--- src/rtl/tcp_misc_pkg.sv ---
// Shared TCP TX types: scheduler snapshot/command structs, per-flag command
// encoding and the flow/timestamp sizing constants.
package tcp_misc_pkg;

  localparam int MAX_FLOW_CNT = 8;
  localparam int FLOWID_W     = 3;
  localparam int SCHED_TS_W   = 8;

  // Flag slots in the scheduler's per-flow state.
  localparam int NUM_FLAGS = 3;
  localparam int FLAG_RT   = 0;
  localparam int FLAG_ACK  = 1;
  localparam int FLAG_DATA = 2;

  typedef enum logic [1:0] {
    FLAG_NOP   = 2'd0,
    FLAG_SET   = 2'd1,
    FLAG_CLEAR = 2'd2
  } flag_cmd_e;

  typedef struct packed {
    logic                  flag;
    logic [SCHED_TS_W-1:0] ts;
  } flag_state_t;

  typedef struct packed {
    logic [SCHED_TS_W-1:0] ts;
    flag_cmd_e             cmd;
  } flag_upd_t;

  typedef struct packed {
    logic [FLOWID_W-1:0] flowid;
    flag_state_t         rt;
    flag_state_t         ack_pend;
    flag_state_t         data_pend;
  } sched_data_struct;

  typedef struct packed {
    logic [FLOWID_W-1:0] flowid;
    flag_upd_t           rt;
    flag_upd_t           ack_pend;
    flag_upd_t           data_pend;
  } sched_cmd_struct;

endpackage

--- src/rtl/rr_arbiter_ptr.sv ---
// Combinational round-robin search: first asserted request at or after the
// start pointer, wrapping modulo N (N must be a power of two).
module rr_arbiter_ptr #(
  parameter int N     = 8,
  parameter int IDX_W = 3
) (
  input  logic [N-1:0]     req,
  input  logic [IDX_W-1:0] start,
  output logic             found,
  output logic [IDX_W-1:0] idx
);

  logic [IDX_W-1:0] cand;

  // NOTE: every always_comb output gets a default first so no path leaves it
  // unassigned; otherwise synthesis infers a latch.
  always_comb begin
    found = 1'b0;
    idx   = '0;
    cand  = '0;
    for (int i = 0; i < N; i++) begin
      cand = start + IDX_W'(i);
      if (!found && req[cand]) begin
        found = 1'b1;
        idx   = cand;
      end
    end
  end

endmodule

--- src/rtl/tcp_tx_flow_sched.sv ---
// Per-flow TX scheduler: versioned rt/ack/data pending flags, round-robin
// grant of one snapshot at a time, version-checked clears from the datapath.
module tcp_tx_flow_sched
  import tcp_misc_pkg::MAX_FLOW_CNT, tcp_misc_pkg::NUM_FLAGS, tcp_misc_pkg::FLAG_RT,
         tcp_misc_pkg::FLAG_ACK, tcp_misc_pkg::FLAG_DATA, tcp_misc_pkg::FLAG_SET,
         tcp_misc_pkg::FLAG_CLEAR, tcp_misc_pkg::flag_state_t, tcp_misc_pkg::flag_upd_t,
         tcp_misc_pkg::sched_data_struct, tcp_misc_pkg::sched_cmd_struct;
#(
  parameter int NUM_FLOWS  = MAX_FLOW_CNT,
  parameter int FLOWID_W   = tcp_misc_pkg::FLOWID_W,
  parameter int SCHED_TS_W = tcp_misc_pkg::SCHED_TS_W
) (
  input  logic                clk,
  input  logic                rst,
  input  logic                app_sched_data_set_val,
  input  logic [FLOWID_W-1:0] app_sched_data_set_flowid,
  input  logic                rx_sched_ack_set_val,
  input  logic [FLOWID_W-1:0] rx_sched_ack_set_flowid,
  input  logic                timer_sched_rt_set_val,
  input  logic [FLOWID_W-1:0] timer_sched_rt_set_flowid,
  input  logic                tx_sched_update_val,
  input  sched_cmd_struct     tx_sched_update_cmd,
  output logic                sched_tx_req_val,
  input  logic                sched_tx_req_rdy,
  output sched_data_struct    sched_tx_req_data
);

  typedef enum logic {S_IDLE, S_HOLD} state_e;

  state_e               state_q, state_d;
  flag_state_t          flag_q [NUM_FLOWS][NUM_FLAGS];
  flag_state_t          flag_d [NUM_FLOWS][NUM_FLAGS];
  logic [NUM_FLOWS-1:0] in_flight_q, in_flight_d, eligible;
  logic [FLOWID_W-1:0]  rr_ptr_q, sel_idx;
  logic                 sel_found, grant;
  sched_data_struct     req_data_q;

  logic [NUM_FLAGS-1:0] set_val;
  logic [FLOWID_W-1:0]  set_id   [NUM_FLAGS];
  flag_upd_t            upd_flag [NUM_FLAGS];

  assign set_val[FLAG_RT]    = timer_sched_rt_set_val;
  assign set_val[FLAG_ACK]   = rx_sched_ack_set_val;
  assign set_val[FLAG_DATA]  = app_sched_data_set_val;
  assign set_id[FLAG_RT]     = timer_sched_rt_set_flowid;
  assign set_id[FLAG_ACK]    = rx_sched_ack_set_flowid;
  assign set_id[FLAG_DATA]   = app_sched_data_set_flowid;
  assign upd_flag[FLAG_RT]   = tx_sched_update_cmd.rt;
  assign upd_flag[FLAG_ACK]  = tx_sched_update_cmd.ack_pend;
  assign upd_flag[FLAG_DATA] = tx_sched_update_cmd.data_pend;

  always_comb begin
    eligible = '0;
    for (int f = 0; f < NUM_FLOWS; f++) begin
      for (int k = 0; k < NUM_FLAGS; k++) eligible[f] = eligible[f] | flag_q[f][k].flag;
      eligible[f] = eligible[f] & ~in_flight_q[f];
    end
  end

  rr_arbiter_ptr #(.N(NUM_FLOWS), .IDX_W(FLOWID_W)) u_arb (
    .req   (eligible),
    .start (rr_ptr_q),
    .found (sel_found),
    .idx   (sel_idx)
  );

  // A set (port or update SET) beats a same-cycle CLEAR and bumps the version,
  // so any CLEAR built from an older snapshot can no longer match.
  always_comb begin
    logic upd_hit, set_hit, clr_hit;
    flag_d      = flag_q;
    in_flight_d = in_flight_q;
    upd_hit     = 1'b0;
    set_hit     = 1'b0;
    clr_hit     = 1'b0;
    for (int f = 0; f < NUM_FLOWS; f++) begin
      upd_hit = tx_sched_update_val && (tx_sched_update_cmd.flowid == FLOWID_W'(f));
      for (int k = 0; k < NUM_FLAGS; k++) begin
        set_hit = (set_val[k] && (set_id[k] == FLOWID_W'(f))) ||
                  (upd_hit && (upd_flag[k].cmd == FLAG_SET));
        clr_hit = upd_hit && (upd_flag[k].cmd == FLAG_CLEAR) &&
                  (upd_flag[k].ts == flag_q[f][k].ts);
        if (set_hit) begin
          flag_d[f][k].flag = 1'b1;
          flag_d[f][k].ts   = flag_q[f][k].ts + SCHED_TS_W'(1);
        end else if (clr_hit) begin
          flag_d[f][k].flag = 1'b0;
        end
      end
      if (upd_hit) in_flight_d[f] = 1'b0;
      if (grant && (sel_idx == FLOWID_W'(f))) in_flight_d[f] = 1'b1;
    end
  end

  // No reload out of HOLD in the accepting cycle: at most one grant per 2 cycles.
  always_comb begin
    state_d = state_q;
    grant   = 1'b0;
    case (state_q)
      S_IDLE: if (sel_found) begin
        grant   = 1'b1;
        state_d = S_HOLD;
      end
      S_HOLD:  if (sched_tx_req_rdy) state_d = S_IDLE;
      default: state_d = S_IDLE;
    endcase
  end

  // NOTE: sequential state uses non-blocking assignments only, so every flop
  // samples the pre-edge value of every other flop regardless of statement order.
  always_ff @(posedge clk or posedge rst) begin
    if (rst) begin
      state_q     <= S_IDLE;
      rr_ptr_q    <= '0;
      in_flight_q <= '0;
      req_data_q  <= '0;
      // NOTE: the flag array is small flop storage, not RAM, so it is reset with
      // everything else; a RAM-mapped array would be left unreset.
      for (int f = 0; f < NUM_FLOWS; f++)
        for (int k = 0; k < NUM_FLAGS; k++) flag_q[f][k] <= '0;
    end else begin
      state_q     <= state_d;
      in_flight_q <= in_flight_d;
      for (int f = 0; f < NUM_FLOWS; f++)
        for (int k = 0; k < NUM_FLAGS; k++) flag_q[f][k] <= flag_d[f][k];
      if (grant) begin
        rr_ptr_q             <= sel_idx + FLOWID_W'(1);
        req_data_q.flowid    <= sel_idx;
        req_data_q.rt        <= flag_q[sel_idx][FLAG_RT];
        req_data_q.ack_pend  <= flag_q[sel_idx][FLAG_ACK];
        req_data_q.data_pend <= flag_q[sel_idx][FLAG_DATA];
      end
    end
  end

  assign sched_tx_req_val  = (state_q == S_HOLD);
  assign sched_tx_req_data = req_data_q;

endmodule
--- config.mk ---
export PLATFORM = sky130hd
export DESIGN_NAME = tcp_tx_flow_sched
export DESIGN_NICKNAME = d
export VERILOG_FILES = /design/src/rtl/tcp_misc_pkg.sv /design/src/rtl/rr_arbiter_ptr.sv /design/src/rtl/tcp_tx_flow_sched.sv
export SDC_FILE = /design/constraint.sdc
export NUM_CORES = 1
export LEC_CHECK = 0
export BUFFER_PORTS_ARGS = -buffer_cell sky130_fd_sc_hd__buf_2
export CORE_ASPECT_RATIO = 1.25
export CORE_MARGIN = 2
export CORE_UTILIZATION = 51
export DETAILED_ROUTE_END_ITERATION = 7
export HOLD_SLACK_MARGIN = 0.08
export PLACE_DENSITY = 0.67
export SLEW_MARGIN = 10
export SYNTH_ARGS = -nofsm -noshare
export SYNTH_HDL_FRONTEND = slang
export SYNTH_SLANG_ARGS = --single-unit
--- constraint.sdc ---
create_clock -name clk -period 8.6 [get_ports clk]
set_input_delay 0.86 -clock clk [delete_from_list [all_inputs] [get_ports clk]]
set_output_delay 0.86 -clock clk [all_outputs]
set_load 0.01 [all_outputs]
==> results of run 1 <==
flip-flops by register name (all words and copies together) (netlist names):
| name | cells |
|---|---|
| rr_ptr_q | 3 |
| in_flight_q | 8 |
| sched_tx_req_data | 30 |
| sched_tx_req_val | 1 |
| flag_q | 216 |
metrics by stage:
| stage | hold WS, ns | utilization, % | setup WS (ns) |
|---|---|---|---|
| after global routing | 0.477 | 56.6 | 2.28 |
| after CTS | 0.474 | 56.6 | 2.71 |
| after detailed placement | 0.471 | 53.6 | 2.74 |
| final | 0.468 | 56.6 | 2.63 |
| after floorplan | 0.478 | - | 0.642 |
| after global placement | 0.464 | 53.6 | 2.88 |
report_power, final:
group	internal [uW]	switching, uW
sequential	1560	614
combinational	1620	2210
clock	694	509
final timing paths:
check,startpoint,endpoint,slack (ns),depth (start not counted)
max in group asynchronous,rst,flag_q[41]$_DFFE_PP0P_,6.68,3
setup reg to reg,rr_ptr_q[0]$_DFFE_PP0P_,sched_tx_req_data[17]$_DFFE_PP0P_,2.63,14
setup / recovery,rr_ptr_q[0]$_DFFE_PP0P_,sched_tx_req_data[17]$_DFFE_PP0P_,2.63,14
min in group clk,sched_tx_req_data[28]$_DFFE_PP0P_,sched_tx_req_data[28]$_DFFE_PP0P_,0.48,2
hold reg to reg,sched_tx_req_data[28]$_DFFE_PP0P_,sched_tx_req_data[28]$_DFFE_PP0P_,0.48,2
hold / removal,rst,flag_q[171]$_DFFE_PP0P_,0.47,2
worst reg2reg max path, stage by stage, from the launching register on:
cell,delay (ns)
dfrtp_1,0.91
inv_2,0.28
ha_1,0.74
inv_2,0.18
o32a_1,0.39
a21o_1,0.24
o2111a_1,0.27
o2111ai_2,0.31
o21ai_1,0.17
a41oi_4,0.19
buf_4,0.69
buf_4,0.76
mux2_2,0.44
o22ai_1,0.20
o31ai_2,0.09
metal layers:
| layer | global-route usage [%] | share of wire [%] | vias to the layer above |
|---|---|---|---|
| li1 | - | - | 5496 |
| met1 | 34.6 | 41 | 6004 |
| met2 | 46.5 | 49 | 387 |
| met3 | 4.35 | 5.5 | 134 |
| met4 | 10.8 | 3.9 | 0 |
| met5 | 0 | 0 | - |
kinds of logic (layout without fill, tap and decap cells):
kind of cell	count (synthesis)	count (layout)	synth area share, %
AO/OA/AOI/OAI	212	212	11.0
XOR/XNOR	362	362	19.8
adder cells (fa/ha/maj)	28	28	2.19
buffers and inverters	98	156	3.16
flip-flops	258	258	40.3
multiplexers	135	135	9.47
AND/OR/NAND/NOR	409	409	14.1
cell usage in the layout (no fill, tap or decap), types with 17 or more instances in the layout:
master,n
a21o_1,29
buf_2,79
clkbuf_16,27
dfrtp_1,258
ha_1,28
mux2_1,43
mux2_2,89
nand2_1,106
nand2b_1,17
nand3_1,23
nand4_1,89
nor2_1,47
nor4_1,55
o22ai_1,73
o31ai_2,27
xnor2_1,138
xor2_1,224
cell type report:
cell class	instances	area (um2)	share of cell area, %
Tap cell	407	509	2.91
Inverter	17	71.3	0.408
Multi-Input combinational cell	1146	9060	51.9
Timing Repair Buffer	89	470	2.69
Clock inverter	8	75.1	0.430
Sequential cell	258	6460	36.9
Clock buffer	42	832	4.76
==> key figures, run 1 <==
Setup path
  • Type of origin of the critical path: register
  • Max incr delay on CP: 0.91 ns
  • CP Buf/Inv Count: 4
  • Crit path DAT: 6.37 ns
  • Crit-path cells: inv_2, ha_1, inv_2, o32a_1, a21o_1, o2111a_1, o2111ai_2, o21ai_1, a41oi_4, buf_4, buf_4, mux2_2, o22ai_1, o31ai_2
  • Setup crit end kind: register
  • CP max-delay cell: dfrtp_1
  • WS Path Type: register to register
  • Crit path max-delay family: compound AO/OA/AOI/OAI gates
  • Required @ worst endpoint: 9.00 ns
  • Crit-path max FO: 64

Clock network
  • CTS Hold Bufs: 0
  • Clock Latency Late Sink: 0.57 ns
  • CTS Buf Count: 27
  • # resized after CTS: 0
  • Max H-tree Level: 1
  • CTS tree: done
  • CTS Sinks: 258
  • Clock tree buffer depth: 3
  • CTS root buf: clkbuf_16
  • Clock slew at reported path FFs: 0.06 ns
  • Setup bufs post-CTS: 0

Final layout
  • Nets: 1616
  • Area Growth Syn to Fin: 9.12%
  • Diode count: 0
  • Fillers: 2698
  • Layout cells sized above 1: 18.7%
  • Fin cells: 1967
  • Final instance area: 17500 um2

Yosys
  • Mapped Nets: 1579
  • Synth area leaders: dfrtp_1 40%, xor2_1 12%, xnor2_1 7.5%
  • Cell accounting for the most synthesized area: dfrtp_1
  • Post-synthesis cell count: 1502
  • Yosys reg bits: 258
  • Synth cell types: 68
  • Synthesis Warnings: 0
  • Top cells by count, synth: 258 x dfrtp_1, 224 x xor2_1, 138 x xnor2_1
  • Avg Cell Area, Syn: 10.7 um2
  • Post-synth EDFFs: 0
  • Seq/Total Area, Yosys: 40.3%
  • Async SR Flop Fraction: 100%
  • Top cell type's share of synthesized area: 40.3%
  • Most frequent cell after synthesis: dfrtp_1
  • Predominant post-synthesis flop cell: dfrtp_1
  • Cell Area, Synth: 16000 um2

Placement
  • HPWL Detailed: 31.2 mm
  • Count of input and output buffers: 79
  • GPL Wtd Cong: 0.894
  • Area after DPL: 16600 um2
  • Dpl cells: 1917

Detailed routing
  • DR iter-0 viols: 829
  • Via-per-instance ratio: 6.11
  • Post-route DRC: 0
  • DR pass1 iterations: 5
  • ANT nets after route: 0
  • WL/cell: 22.5 um
  • Drt total wl: 44.2 mm
  • Routed vias: 12000

Timing
  • Relative slew slack: 22.6%
  • Setup violations, final: 0
  • TNS Setup: 0 ns
  • Final Hold Viols: 0
  • Clock Skew: 0.0303 ns
  • Fmax: 168 MHz
  • Max Slew Vio Count: 0
  • RSZ-0062 raised after global routing: no
  • Tmin final: 5.97 ns
  • Tcrit/Tclk final: 69.4%
  • Worst slew pin tran: 1.16 ns

Global route
  • Vias in the first global route: 12300
  • Gr ovfl total: 0
  • Total GRT Usage: 27.3%
  • Largest net degree at the start of global routing: 130
  • Global-route wire length before repair: 70.1 mm
  • Initial antenna violation count: 0

Floorplan
  • Core area: 30900 um2
  • Die Height: 202 um
  • FP Rows: 72
  • Starting Density: 51.8%
  • Die area: 32800 um2
  • Die W: 163 um
  • I/O pin count: 80

Job
  • Max cap viols: 0

Worst hold path
  • Class of the worst hold path: primary input to async pin

Status
  • Status: complete, no violations

Pwr
  • Max rail drop VDD: 0.404 mV
  • PwrDens: 412 nW/um2
  • Total Power: 7200 uW
  • Leak: 0.00768 uW
Power figures use the tool's default switching activity.
==> run 2: changes to the inputs <==
Clock period 8.6 ns to 5.6 ns, I/O delays scaled along.
==> run 2 against run 1 <==
- register-to-register slack worse by 1.8 ns
- sequential share of layout area decreased by 0.29 points
- hold slack got worse by 0.31 ns
- routed wire length shrank 0.69%
- power grew 57%
- critical path depth is 1 lower
- core utilization rose by 0.44 points
- critical endpoint is now sched_tx_req_data[7]$_DFFE_PP0P_
- non-clock buffer count rose by 5
- largest power group unchanged
- final area grew 0.78%
==> key figures, run 2 (synthesis gave the netlist of run 1 again) <==
Placement
  • HPWL Detailed: 30.9 mm
  • Dpl cells: 1922
  • Count of input and output buffers: 79
  • GPL Wtd Cong: 0.936

Timing
  • Setup violations, final: 0
  • Tcrit/Tclk final: 85.5%
  • Clock Skew: 0.0253 ns
  • Tmin final: 4.79 ns
  • RSZ-0062 raised after global routing: no
  • Relative slew slack: 30.3%
  • TNS Setup: 0 ns
  • Fmax: 209 MHz
  • Worst slew pin tran: 1.04 ns
  • Final Hold Viols: 0
  • Max Slew Vio Count: 0

Clock network
  • Clock tree buffer depth: 3
  • Clock slew at reported path FFs: 0.06 ns
  • CTS Buf Count: 28
  • Max H-tree Level: 1
  • Setup bufs post-CTS: 0
  • CTS tree: done
  • # resized after CTS: 0
  • CTS Hold Bufs: 0
  • CTS root buf: clkbuf_16
  • CTS Sinks: 258
  • Clock Latency Late Sink: 0.57 ns

Final layout
  • Max reg flops: 216
  • Area Growth Syn to Fin: 9.97%
  • Layout cells sized above 1: 19.3%
  • Fillers: 2634
  • Fin cells: 1973
  • Commonest cells after routing, fill and taps aside: 258 x dfrtp_1, 224 x xor2_1, 138 x xnor2_1
  • Largest Register: flag_q
  • Diode count: 0
  • Commonest non-fill, non-tap cell in the layout: dfrtp_1
  • Nets: 1622

Setup path
  • Setup crit end kind: register
  • Crit path DAT: 5.20 ns
  • Worst reg-to-reg path cell count: 13
  • Type of origin of the critical path: register
  • Required @ worst endpoint: 6.01 ns
  • Crit-path max FO: 49
  • WS Path Type: register to register

Global route
  • Gr ovfl total: 0
  • Vias in the first global route: 12200
  • Largest net degree at the start of global routing: 176
  • Global-route wire length before repair: 69.1 mm
  • Total GRT Usage: 27.0%
  • Initial antenna violation count: 0

Detailed routing
  • Drt total wl: 43.9 mm
  • DR pass1 iterations: 5
  • DR iter-0 viols: 919
  • Routed vias: 12100
  • ANT nets after route: 0
  • WL/cell: 22.3 um
  • Post-route DRC: 0
  • Via-per-instance ratio: 6.13

Worst hold path
  • Class of the worst hold path: primary input to async pin

Floorplan
  • Die Height: 202 um
  • Core area: 30900 um2
  • Die area: 32800 um2
  • Die W: 163 um
  • I/O pin count: 80
  • Starting Density: 51.8%
  • FP Rows: 72

Job
  • Max cap viols: 0

Pwr
  • Leak: 0.00776 uW
  • Max rail drop VDD: 0.806 mV
  • PwrDens: 643 nW/um2

Status
  • Status: complete, no violations
[run 2: per-layer routing]
| layer | vias up | wire (um) | GRT usage (%) |
|---|---|---|---|
| li1 | 5509 | - | - |
| met1 | 6025 | 18100 | 34.5 |
| met2 | 436 | 21200 | 45.4 |
| met3 | 130 | 2870 | 4.27 |
| met4 | 0 | 1790 | 11.9 |
| met5 | - | 0 | 0 |
[run 2: final timing paths]
| kind | start | to | slack (ns) |
|---|---|---|---|
| worst max-delay path | rr_ptr_q[1]$_DFFE_PP0P_ | sched_tx_req_data[7]$_DFFE_PP0P_ | 0.81 |
| worst min-delay path | rst | flag_q[133]$_DFFE_PP0P_ | 0.16 |
| worst max register to register | rr_ptr_q[1]$_DFFE_PP0P_ | sched_tx_req_data[7]$_DFFE_PP0P_ | 0.81 |
| worst min register to register | sched_tx_req_data[28]$_DFFE_PP0P_ | sched_tx_req_data[28]$_DFFE_PP0P_ | 0.47 |
| max in group asynchronous | rst | flag_q[136]$_DFFE_PP0P_ | 4.04 |
| min in group clk | sched_tx_req_rdy | sched_tx_req_val$_DFF_PP0_ | 0.18 |
[run 2: where the power goes]
part | switching, uW | internal [uW] | leakage, uW | total (uW)
Clock | 784 | 1170 | 0.000493 | 1950
Combinational | 3490 | 2580 | 0.00403 | 6080
Sequential | 901 | 2400 | 0.00324 | 3300
Total | 5180 | 6150 | 0.00776 | 11300
[run 2: per-stage QoR]
stage               worst slack, ns  instance area [um2]  hold slack (ns)  util, %  total power (uW)
finish                        0.809                17600            0.155     57.0             11300
global route                  0.569                17600            0.187     57.0             12000
CTS                           0.919                17600            0.163     57.0             11300
detailed placement            0.950                16600            0.466     53.8              9300
global placement               1.03                16600            0.459     53.8              9200
floorplan                      1.64                16000            0.478        -              7990
[run 2: cell type report]
| type | instances | area [um2] | area share, % |
|---|---|---|---|
| clock buffers | 36 | 822 | 4.67 |
| clock inverters | 15 | 156 | 0.888 |
| inverters | 17 | 67.6 | 0.384 |
| multi-input cells | 1146 | 9060 | 51.4 |
| flip-flops and latches | 258 | 6460 | 36.7 |
| well taps | 407 | 509 | 2.89 |
| repair buffers | 94 | 546 | 3.10 |
[run 2: worst max-delay path, stage by stage (launching register included)]
cell and delay [ns]:
dfrtp_1 0.72, inv_2 0.20, ha_1 0.68, inv_2 0.18, o32a_1 0.39, a21o_1 0.25
o2111a_1 0.27, o2111ai_2 0.30, o21ai_1 0.16, a41oi_4 0.31, buf_12 0.30, mux2_2 0.41
o22ai_1 0.29, o31ai_2 0.12
